[src/rtl/puf_ctrl_pkg.sv]
// ---------------------------------------------------------------------------
// puf_ctrl_pkg
//   Shared definitions for the arbiter-PUF evaluation sequencer:
//     state_t    - sequencer FSM state encoding (also exported for debug)
//     LFSR_TAPS  - Galois feedback mask of the 8-bit challenge LFSR
//     lfsr_next  - one right-shift Galois step of the challenge LFSR
// ---------------------------------------------------------------------------
package puf_ctrl_pkg;

  typedef enum logic [2:0] {
    IDLE   = 3'd0,
    LOAD   = 3'd1,
    ARM    = 3'd2,
    FIRE   = 3'd3,
    SAMPLE = 3'd4,
    NEXT   = 3'd5,
    DONE   = 3'd6
  } state_t;

  localparam logic [7:0] LFSR_TAPS = 8'hB8;

  // Right shift; when the bit shifted out is 1 the taps are folded back in.
  // A non-zero state never maps to zero, giving the maximal 255-state cycle.
  function automatic logic [7:0] lfsr_next(input logic [7:0] s);
    return {1'b0, s[7:1]} ^ (s[0] ? LFSR_TAPS : 8'h00);
  endfunction

endpackage

[src/rtl/puf_lfsr8.sv]
// ---------------------------------------------------------------------------
// puf_lfsr8
//   8-bit Galois LFSR holding the current PUF challenge.
//   Ports:
//     clk, rst    clock and synchronous active-high reset (clears to 0)
//     load_i      load load_val_i (has priority over step_i)
//     load_val_i  value to load; the caller guarantees it is non-zero
//     step_i      advance one Galois step
//     out_o       current LFSR state
// ---------------------------------------------------------------------------
module puf_lfsr8
  import puf_ctrl_pkg::*;
(
  input  logic       clk,
  input  logic       rst,
  input  logic       load_i,
  input  logic [7:0] load_val_i,
  input  logic       step_i,
  output logic [7:0] out_o
);

  logic [7:0] lfsr_q;

  always_ff @(posedge clk) begin
    if (rst) begin
      lfsr_q <= 8'h00;
    end else if (load_i) begin
      lfsr_q <= load_val_i;
    end else if (step_i) begin
      lfsr_q <= lfsr_next(lfsr_q);
    end
  end

  assign out_o = lfsr_q;

endmodule

[src/rtl/puf_eval_sequencer.sv]
// ---------------------------------------------------------------------------
// puf_eval_sequencer
//   Drives an 8-stage arbiter PUF: challenges come from a seeded LFSR, each
//   challenge is raced VOTES times (ARM = discharge, FIRE = launch, SAMPLE =
//   read synchronised arbiter output), and the majority result of each
//   challenge is packed LSB-first into an NUM_RESP-bit response word.
//   Ports:
//     clk, rst        clock, synchronous active-high reset
//     start, seed     run request (accepted only in IDLE) and LFSR seed
//     busy            high from LOAD until the word is ready
//     puf_challenge   challenge to the PUF (stable through ARM/FIRE/SAMPLE)
//     puf_pulse       registered race-launch pulse, high during FIRE
//     puf_response    asynchronous arbiter output, used only after a 2-flop sync
//     resp_word       voted response word
//     resp_valid      response word available
//     resp_ready      consumer accept
//     dbg_state       current FSM state
// ---------------------------------------------------------------------------
module puf_eval_sequencer
  import puf_ctrl_pkg::*;
#(
  parameter int CHAL_W   = 8,
  parameter int NUM_RESP = 8,
  parameter int VOTES    = 5,
  parameter int SETTLE   = 4
) (
  input  logic                clk,
  input  logic                rst,
  input  logic                start,
  input  logic [CHAL_W-1:0]   seed,
  output logic                busy,
  output logic [CHAL_W-1:0]   puf_challenge,
  output logic                puf_pulse,
  input  logic                puf_response,
  output logic [NUM_RESP-1:0] resp_word,
  output logic                resp_valid,
  input  logic                resp_ready,
  output state_t              dbg_state
);

  localparam int VW = $clog2(VOTES + 1);
  localparam int IW = $clog2(NUM_RESP);
  localparam int TW = $clog2(SETTLE);

  localparam logic [TW-1:0] TIMER_INIT = TW'(SETTLE - 1);
  localparam logic [VW-1:0] LAST_EVAL  = VW'(VOTES - 1);
  localparam logic [VW-1:0] HALF_VOTES = VW'(VOTES / 2);
  localparam logic [IW-1:0] LAST_IDX   = IW'(NUM_RESP - 1);

  state_t                state_q;
  logic [CHAL_W-1:0]     seed_q;
  logic [TW-1:0]         timer_q;
  logic [VW-1:0]         ones_q;
  logic [VW-1:0]         eval_q;
  logic [IW-1:0]         idx_q;
  logic [1:0]            sync_q;
  logic                  busy_q;
  logic                  pulse_q;
  logic [NUM_RESP-1:0]   resp_word_q;
  logic                  resp_valid_q;
  logic [7:0]            lfsr_out;

  // The LFSR register is the challenge register: it is loaded in LOAD and
  // stepped in NEXT, so the challenge cannot move during ARM/FIRE/SAMPLE.
  puf_lfsr8 u_lfsr (
    .clk        (clk),
    .rst        (rst),
    .load_i     (state_q == LOAD),
    .load_val_i (seed_q),
    .step_i     (state_q == NEXT),
    .out_o      (lfsr_out)
  );

  // Output handshake: resp_valid rises on entry to DONE and, together with
  // resp_word, holds until a clock edge sees resp_valid && resp_ready; that
  // edge is the transfer, after which the FSM is back in IDLE.
  always_ff @(posedge clk) begin
    if (rst) begin
      state_q      <= IDLE;
      seed_q       <= '0;
      timer_q      <= '0;
      ones_q       <= '0;
      eval_q       <= '0;
      idx_q        <= '0;
      sync_q       <= '0;
      busy_q       <= 1'b0;
      pulse_q      <= 1'b0;
      resp_word_q  <= '0;
      resp_valid_q <= 1'b0;
    end else begin
      sync_q <= {sync_q[0], puf_response};
      case (state_q)
        IDLE: begin
          if (start) begin
            // An all-zero seed would lock the LFSR at zero.
            seed_q  <= (seed == '0) ? CHAL_W'(1) : seed;
            busy_q  <= 1'b1;
            state_q <= LOAD;
          end
        end
        LOAD: begin
          resp_word_q <= '0;
          ones_q      <= '0;
          eval_q      <= '0;
          idx_q       <= '0;
          timer_q     <= TIMER_INIT;
          state_q     <= ARM;
        end
        ARM: begin
          if (timer_q == '0) begin
            timer_q <= TIMER_INIT;
            pulse_q <= 1'b1;
            state_q <= FIRE;
          end else begin
            timer_q <= timer_q - 1'b1;
          end
        end
        FIRE: begin
          if (timer_q == '0) begin
            pulse_q <= 1'b0;
            state_q <= SAMPLE;
          end else begin
            timer_q <= timer_q - 1'b1;
          end
        end
        SAMPLE: begin
          ones_q <= ones_q + VW'(sync_q[1]);
          eval_q <= eval_q + 1'b1;
          if (eval_q == LAST_EVAL) begin
            state_q <= NEXT;
          end else begin
            timer_q <= TIMER_INIT;
            state_q <= ARM;
          end
        end
        NEXT: begin
          resp_word_q[idx_q] <= (ones_q > HALF_VOTES);
          ones_q <= '0;
          eval_q <= '0;
          if (idx_q == LAST_IDX) begin
            busy_q       <= 1'b0;
            resp_valid_q <= 1'b1;
            state_q      <= DONE;
          end else begin
            idx_q   <= idx_q + 1'b1;
            timer_q <= TIMER_INIT;
            state_q <= ARM;
          end
        end
        DONE: begin
          if (resp_ready) begin
            resp_valid_q <= 1'b0;
            state_q      <= IDLE;
          end
        end
        default: state_q <= IDLE;
      endcase
    end
  end

  assign busy          = busy_q;
  assign puf_challenge = CHAL_W'(lfsr_out);
  assign puf_pulse     = pulse_q;
  assign resp_word     = resp_word_q;
  assign resp_valid    = resp_valid_q;
  assign dbg_state     = state_q;

endmodule

[config.mk]
export PLATFORM = sky130hd
export DESIGN_NAME = puf_eval_sequencer
export DESIGN_NICKNAME = d
export VERILOG_FILES = /design/src/rtl/puf_ctrl_pkg.sv /design/src/rtl/puf_lfsr8.sv /design/src/rtl/puf_eval_sequencer.sv
export SDC_FILE = /design/constraint.sdc
export NUM_CORES = 1
export LEC_CHECK = 0
export ABC_AREA = 1
export CAP_MARGIN = 20
export CORE_ASPECT_RATIO = 1.2
export CORE_MARGIN = 3
export CORE_UTILIZATION = 56
export DETAILED_ROUTE_END_ITERATION = 12
export PLACE_DENSITY = 0.89
export RECOVER_POWER = 50
export SYNTH_ARGS = -nofsm -noshare
export SYNTH_HDL_FRONTEND = slang
export SYNTH_SLANG_ARGS = --single-unit
[constraint.sdc]
create_clock -name clk -period 3.18 [get_ports clk]
set_clock_uncertainty 0.05 [all_clocks]
set_input_delay 0.795 -clock clk [delete_from_list [all_inputs] [get_ports clk]]
set_output_delay 0.795 -clock clk [all_outputs]
set_load 0.01 [all_outputs]
==> metrics.cfg, run 1 <==
[synthesis]
yosysSeqAreaShare_pct = 42.36
synth_fp_nets = 305
synth_seq_cells = 43
syn_inst = 285
synth_area_mm2 = 0.002032
avgSynthCellArea_um2 = 7.130
synth_warnings = 0
ys_types = 30

[sta]
hold_viol = 0
setup_ws_ns = 0.7566
finalSetupViolations = 0
finalCritPeriodShare_pct = 76.21
period_minus_slack_ns = 2.423
fmax_mhz = 412.6
slew_viol_final = 0
slew_headroom_pct = 28.36
rsz0062_at_grt = no
hold-worst-slack_ns = 0.3585
setup_tns_ns = 0
worst_pin_slew_ns = 1.075

[power_and_ir_drop]
power_switching_mw = 0.4202
leakagePower_nw = 1.052
peakVddDrop_v = 0.0004044
p_sw_share_pct = 32.42
intPower_mw = 0.8761
clkPwrFrac_pct = 27.2
p_per_area_mw_per_mm2 = 525.9
seq_power_share_pct = 48.7
total_power_mw = 1.296
pwr-share-comb_pct = 24.1

[floorplanning]
dieWidth_um = 60.99
coreArea_mm2 = 0.003425
row_count = 23
io_pins = 35
start_util_pct = 59.34
dieArea_mm2 = 0.004390
die_height_um = 71.99

[cells_and_area]
drive_gt1_share_pct = 6.583
post-route-util_pct = 71.98
areaGrowthSynthToFinish_pct = 21.31
stdcell_area_mm2 = 0.002465
ff_latch_area_um2 = 860.8
nNetsFinal = 339
multiInputGateArea_mm2 = 0.001020
final_cells = 356
diodes = 0
fill_cells = 294

[clock_tree]
clk_pin_slew_ns = 0.08
htree_levels = 2
clockRootBuffer = clkbuf_8
cts.repair.resized = 0
holdBufCountCts = 0
cts_tree = yes
cts_inserted_buffers = 5
clk_path_buf_depth = 2
clock_latency_ns = 0.30
postCtsSetupBuffers = 0
clkSinkCount = 43

[drt]
drt-total-wl_um = 4382
drt.antenna.violating_nets = 0
drt_iter0_markers = 89
drc_errors = 0
dr_total_vias = 1932
drt_pass1_iterations = 4
routed_via_density = 5.427
routedWlPerCell_um = 12.31

[place]
post_dp_cell_area_mm2 = 0.002381
placed_cells = 349
port_buffers = 34
dpl_worst_slack_ns = 0.9469
gp_congestion = 0.8906
dp_hpwl_um = 3082

[global_route]
use_met1_pct = 25.14
grt_overflow = 0
gr-usage-met3_pct = 6.228
antenna_found_initial = 0
grt_busiest_layer = met2
grt_max_degree = 25
met2_usage_pct = 36.62
grt_pass1_wl_um = 7334
grt_usage_pct = 22.04
grt_pass1_vias = 1790

[critical_path]
crit_start = dbg_state[0]$_SDFFE_PP0P_
cp_num_buf_inv = 1
worstSetupPathType = reg2out
crit_chain = clkdlybuf4s50_1
required_ns = 2.33
cp_max_fo = 10
endpoint_kind = output pin
timing.rr.start = dbg_state[0]$_SDFFE_PP0P_
worstSetupStartpointType = flop
critPathArrivalTime_ns = 1.58
cp_slowest_cell = dfxtp_1
critPathMaxStageDelay_ns = 0.64
critical-path-top-delay-family = flip-flops

[min_path]
hp-class = reg2reg
hold_start = sync_q[0]$_SDFF_PP0_

[job]
max_cap_violations = 0

[outcome]
status = completed

## cell usage after synthesis (all sizes together)
cell     n  area (µm²)
clkbuf   5       18.77
xor2     3       26.28
nand3   12       65.06
a21boi   1       7.510
o22ai    1       6.260
nand2   89       349.1
nor2    37       166.4
nand4    2       12.51
a31oi    3       18.77
clkinv   2       8.750
o21ai    9       45.04
or2      1       6.260
dfxtp   43       860.8
inv     26       97.60
xnor2    2       17.52
nor4     1       6.260
nor3     1       5.000
ha       7       87.58
buf      3       26.27
o211a    1       10.01
a21oi   32       160.2
a22oi    4       30.03
## worst reg2reg max path, cell delays in order, from the launching register on
cell      delay [ns]
dfxtp_1         0.64
inv_2           0.09
nor2_4          0.14
nand2_2         0.11
clkinv_2        0.16
nand2_2         0.08
nor2_1          0.12
nand2_1         0.06
nand2_1         0.09
nor2_1          0.07
## flip-flops by register name (all words and copies together), names as in the netlist
register      flops
resp_word         8
resp_valid        1
seed_q            8
sync_q            2
busy              1
timer_q           2
dbg_state         3
idx_q             3
eval_q            3
ones_q            3
puf_pulse         1
u_lfsr.out_o      8
## area by class of cell
cell class	count	share of cell area, %
flip-flops and latches	43	34.92
inverters	28	4.315
clock inverters	1	0.2030
repair buffers	35	13.96
multi-input cells	206	41.37
clock buffers	6	3.350
well taps	37	1.878
## per-layer routing
layer	wire length (µm)	vias up
met2	2191	48
met5	0	-
met4	98	0
met1	1899	895
li1	-	979
met3	193	10
## power groups by stage
stage	clock (mW)	combinational (mW)	sequential [mW]
6_report	0.352	0.313	0.631
5_1_grt	0.377	0.350	0.637
4_1_cts	0.355	0.313	0.631
3_5_place_dp	0	0.310	0.643
3_3_place_gp	0	0.305	0.642
2_1_floorplan	0	0.237	0.623
## cells by family after synthesis
logic type | share of synthesized area, %
adder cells (fa/ha/maj) | 4.310
flip-flops | 42.36
AND/OR/NAND/NOR | 30.05
AO/OA/AOI/OAI | 13.67
buffers and inverters | 7.450
XOR/XNOR | 2.156
## cells in the final DEF, fill, tap and decap left out, drive strengths merged
master         netlist  layout
nor2                37      37
dfxtp               43      43
a31oi                3       3
or2                  1       1
clkinv               2       3
o22ai                1       1
xnor2                2       2
nor3                 1       1
nand4                2       2
o21ai                9       9
nand2               89      89
inv                 26      26
clkbuf               5       7
a22oi                4       4
xor2                 3       3
a21boi               1       1
a21oi               32      32
nor4                 1       1
o211a                1       1
nand3               12      12
dlygate4sd3          0       1
clkdlybuf4s50        0      33
ha                   7       7
## final timing paths
check / to / slack [ns] / depth (start not counted)
hold / removal: sync_q[1]$_SDFF_PP0_ / 0.36 / 2
setup reg to reg: resp_word[6]$_SDFFE_PP0P_ / 1.48 / 9
hold reg to reg: sync_q[1]$_SDFF_PP0_ / 0.36 / 2
setup / recovery: dbg_state[0] / 0.76 / 1
No activity file was read; power rests on OpenSTA's default activity.
==> run 2, diff against run 1 <==
--- a/config.mk
+++ b/config.mk
@@ -9,9 +9,9 @@
 export CAP_MARGIN = 20
 export CORE_ASPECT_RATIO = 1.2
 export CORE_MARGIN = 3
-export CORE_UTILIZATION = 56
+export CORE_UTILIZATION = 52
 export DETAILED_ROUTE_END_ITERATION = 12
-export PLACE_DENSITY = 0.89
+export PLACE_DENSITY = 0.84
 export RECOVER_POWER = 50
 export SYNTH_ARGS = -nofsm -noshare
 export SYNTH_HDL_FRONTEND = slang
==> constraint.sdc (replaced) <==
create_clock -name clk -period 2.3 [get_ports clk]
set_clock_uncertainty 0.05 [all_clocks]
set_input_delay 0.575 -clock clk [delete_from_list [all_inputs] [get_ports clk]]
set_output_delay 0.575 -clock clk [all_outputs]
set_load 0.01 [all_outputs]
==> run 2 against run 1 <==
Sequential cell count did not move. Cell area rose by 0.61%. Setup slack got worse by 0.43 ns. Hold slack got worse by 0.00099 ns. Non-clock buffer count rose by 4. Wire length fell by 1.2%. Register-to-register slack got worse by 1.1 ns. Sequential share of layout area fell by 0.21 points. Clock power rose by 28%. Global-route usage fell by 2.1 points. Core utilization fell by 4.8 points. Largest cell class unchanged.
==> metrics.cfg, run 2 (synthesis gave the netlist of run 1 again) <==
[global_route]
gr-usage-met3_pct = 4.079  ; was 6.228%
grt_busiest_layer = met2  ; unchanged
grt_pass1_vias = 1721  ; was 1790
antenna_found_initial = 0  ; unchanged
grt_max_degree = 25  ; unchanged
use_met1_pct = 23.66  ; was 25.14%
met2_usage_pct = 35.40  ; was 36.62%
grt_usage_pct = 19.91  ; was 22.04%
grt_pass1_wl_um = 7465  ; was 7334 µm
grt_overflow = 0  ; unchanged

[critical_path]
endpoint_kind = output pin  ; unchanged
ff2ff_path_depth = 10  ; was 9
cp_num_buf_inv = 1  ; unchanged
r2r_end = resp_word[6]$_SDFFE_PP0P_  ; unchanged
cp.depth = 1  ; unchanged
timing.rr.start = dbg_state[0]$_SDFFE_PP0P_  ; unchanged
critical-path-top-delay-family = buffers and inverters  ; was flip-flops
cp_max_fo = 6  ; was 10
crit_end = puf_challenge[0]  ; was dbg_state[0]
crit_start = u_lfsr.out_o[0]$_SDFFE_PP0N_  ; was dbg_state[0]$_SDFFE_PP0P_
crit_chain = clkdlybuf4s50_1  ; unchanged
critPathArrivalTime_ns = 1.35  ; was 1.58 ns
cp_slowest_cell = clkdlybuf4s50_1  ; was dfxtp_1
worstSetupStartpointType = flop  ; unchanged
worstSetupPathType = reg2out  ; unchanged
critPathMaxStageDelay_ns = 0.59  ; was 0.64 ns
r2r_setup_slack_ns = 0.36  ; was 1.48 ns
required_ns = 1.67  ; was 2.33 ns

[power_and_ir_drop]
total_power_mw = 1.757  ; was 1.296 mW
peakVddDrop_v = 0.0003886  ; was 0.0004044 V
p_per_area_mw_per_mm2 = 708.5  ; was 525.9 mW/mm²
leakagePower_nw = 1.043  ; was 1.052 nW
pwr-share-comb_pct = 26.6  ; was 24.1%
seq_power_share_pct = 47.6  ; was 48.7%
intPower_mw = 1.182  ; was 0.8761 mW
clkPwrFrac_pct = 25.7  ; was 27.2%
power_switching_mw = 0.5750  ; was 0.4202 mW
p_sw_share_pct = 32.72  ; was 32.42%

[floorplanning]
row_count = 24  ; was 23
dieArea_mm2 = 0.004697  ; was 0.004390 mm²
coreArea_mm2 = 0.003694  ; was 0.003425 mm²
dieWidth_um = 63.07  ; was 60.99 µm
start_util_pct = 55.01  ; was 59.34%
io_pins = 35  ; unchanged
die_height_um = 74.48  ; was 71.99 µm

[cells_and_area]
fill_cells = 341  ; was 294
drive_gt1_share_pct = 5.901  ; was 6.583%
diodes = 0  ; unchanged
nNetsFinal = 343  ; was 339
mostFrequentLayoutCell = nand2_1  ; unchanged
layout_common_cells = nand2_1 (85), dfxtp_1 (43), nor2_1 (34)  ; was nand2_1 (85), dfxtp_1 (43), clkdlybuf4s50_1 (33)
stdcell_area_mm2 = 0.002480  ; was 0.002465 mm²
final_cells = 374  ; was 356
areaGrowthSynthToFinish_pct = 22.04  ; was 21.31%

[drt]
drt-total-wl_um = 4328  ; was 4382 µm
drt_pass1_iterations = 4  ; unchanged
dr_total_vias = 1921  ; was 1932
drc_errors = 0  ; unchanged
drt.antenna.violating_nets = 0  ; unchanged
drt_iter0_markers = 131  ; was 89
routed_via_density = 5.136  ; was 5.427
routedWlPerCell_um = 11.57  ; was 12.31 µm

[sta]
finalSetupViolations = 0  ; unchanged
setup_tns_ns = 0  ; unchanged
finalCritPeriodShare_pct = 85.68
fmax_mhz = 507.4
worst_pin_slew_ns = 1.075  ; about the same
setup_ws_ns = 0.3293  ; was 0.7566 ns
rsz0062_at_grt = no  ; unchanged
slew_viol_final = 0  ; unchanged
hold_viol = 0  ; unchanged
slew_headroom_pct = 28.30  ; was 28.36%
period_minus_slack_ns = 1.971

[place]
placed_cells = 368  ; was 349
gp_congestion = 0.8676  ; was 0.8906
port_buffers = 34  ; unchanged
post_dp_cell_area_mm2 = 0.002430  ; was 0.002381 mm²
dpl_worst_slack_ns = 0.4340  ; was 0.9469 ns
dp_hpwl_um = 3230  ; was 3082 µm

[job]
max_cap_violations = 0  ; unchanged

[clock_tree]
cts_tree = yes  ; unchanged
clockRootBuffer = clkbuf_8  ; unchanged
clock_latency_ns = 0.30  ; about the same
cts_inserted_buffers = 5  ; unchanged
clkSinkCount = 43  ; unchanged
cts.repair.resized = 0  ; unchanged
holdBufCountCts = 0  ; unchanged
htree_levels = 2  ; unchanged
postCtsSetupBuffers = 0  ; unchanged
clk_pin_slew_ns = 0.07  ; was 0.08 ns
clk_path_buf_depth = 2  ; unchanged

[min_path]
hp-class = reg2reg  ; unchanged

[outcome]
status = completed  ; unchanged

-- run 2: changes by cell type in the layout (fill, tap and decap cells not counted), sizes merged --
cell      delta
buf          +2
clkinv       -2
clkinvlp     +2
clkbuf       +1
-- run 2: metrics by stage --
stage               utilization (%)  hold WS, ns
floorplan                         -       0.3383
global placement              65.79       0.3393
detailed placement            65.79       0.3472
CTS                           67.85       0.3577
global route                  67.14       0.3746
finish                        67.14       0.3576
-- run 2: layout make-up --
type | instances | area (µm²) | area share [%]
clock buffer | 5 | 68.82 | 2.775
inverter | 28 | 106.4 | 4.289
sequential | 43 | 860.8 | 34.71
tap | 52 | 65.06 | 2.624
timing repair buffer | 39 | 366.6 | 14.78
clock inverter | 1 | 7.507 | 0.3027
multi-input combinational | 206 | 1005 | 40.51
-- run 2: power groups by stage --
| stage | clock network, mW | registers [mW] | logic, mW |
|---|---|---|---|
| after CTS | 0.457 | 0.837 | 0.482 |
| after global routing | 0.483 | 0.843 | 0.528 |
| after detailed placement | 0 | 0.853 | 0.479 |
| after global placement | 0 | 0.853 | 0.470 |
| after floorplan | 0 | 0.861 | 0.327 |
| final | 0.452 | 0.837 | 0.468 |
-- run 2: per-layer routing --
layer | vias to the layer above | share of wire [%]
li1 | 986 | -
met1 | 876 | 44
met2 | 49 | 50
met3 | 10 | 4.5
met4 | 0 | 1.8
met5 | - | 0
-- run 2: worst min path at each step --
stage | from | end | slack (ns) | depth (start not counted)
finish | sync_q[0]$_SDFF_PP0_ | sync_q[1]$_SDFF_PP0_ | 0.36 | 2
detailed placement | sync_q[0]$_SDFF_PP0_ | sync_q[1]$_SDFF_PP0_ | 0.35 | 2
floorplan | sync_q[0]$_SDFF_PP0_ | sync_q[1]$_SDFF_PP0_ | 0.34 | 2
CTS | sync_q[0]$_SDFF_PP0_ | sync_q[1]$_SDFF_PP0_ | 0.36 | 2
global placement | sync_q[0]$_SDFF_PP0_ | sync_q[1]$_SDFF_PP0_ | 0.34 | 2
global route | sync_q[0]$_SDFF_PP0_ | sync_q[1]$_SDFF_PP0_ | 0.37 | 2
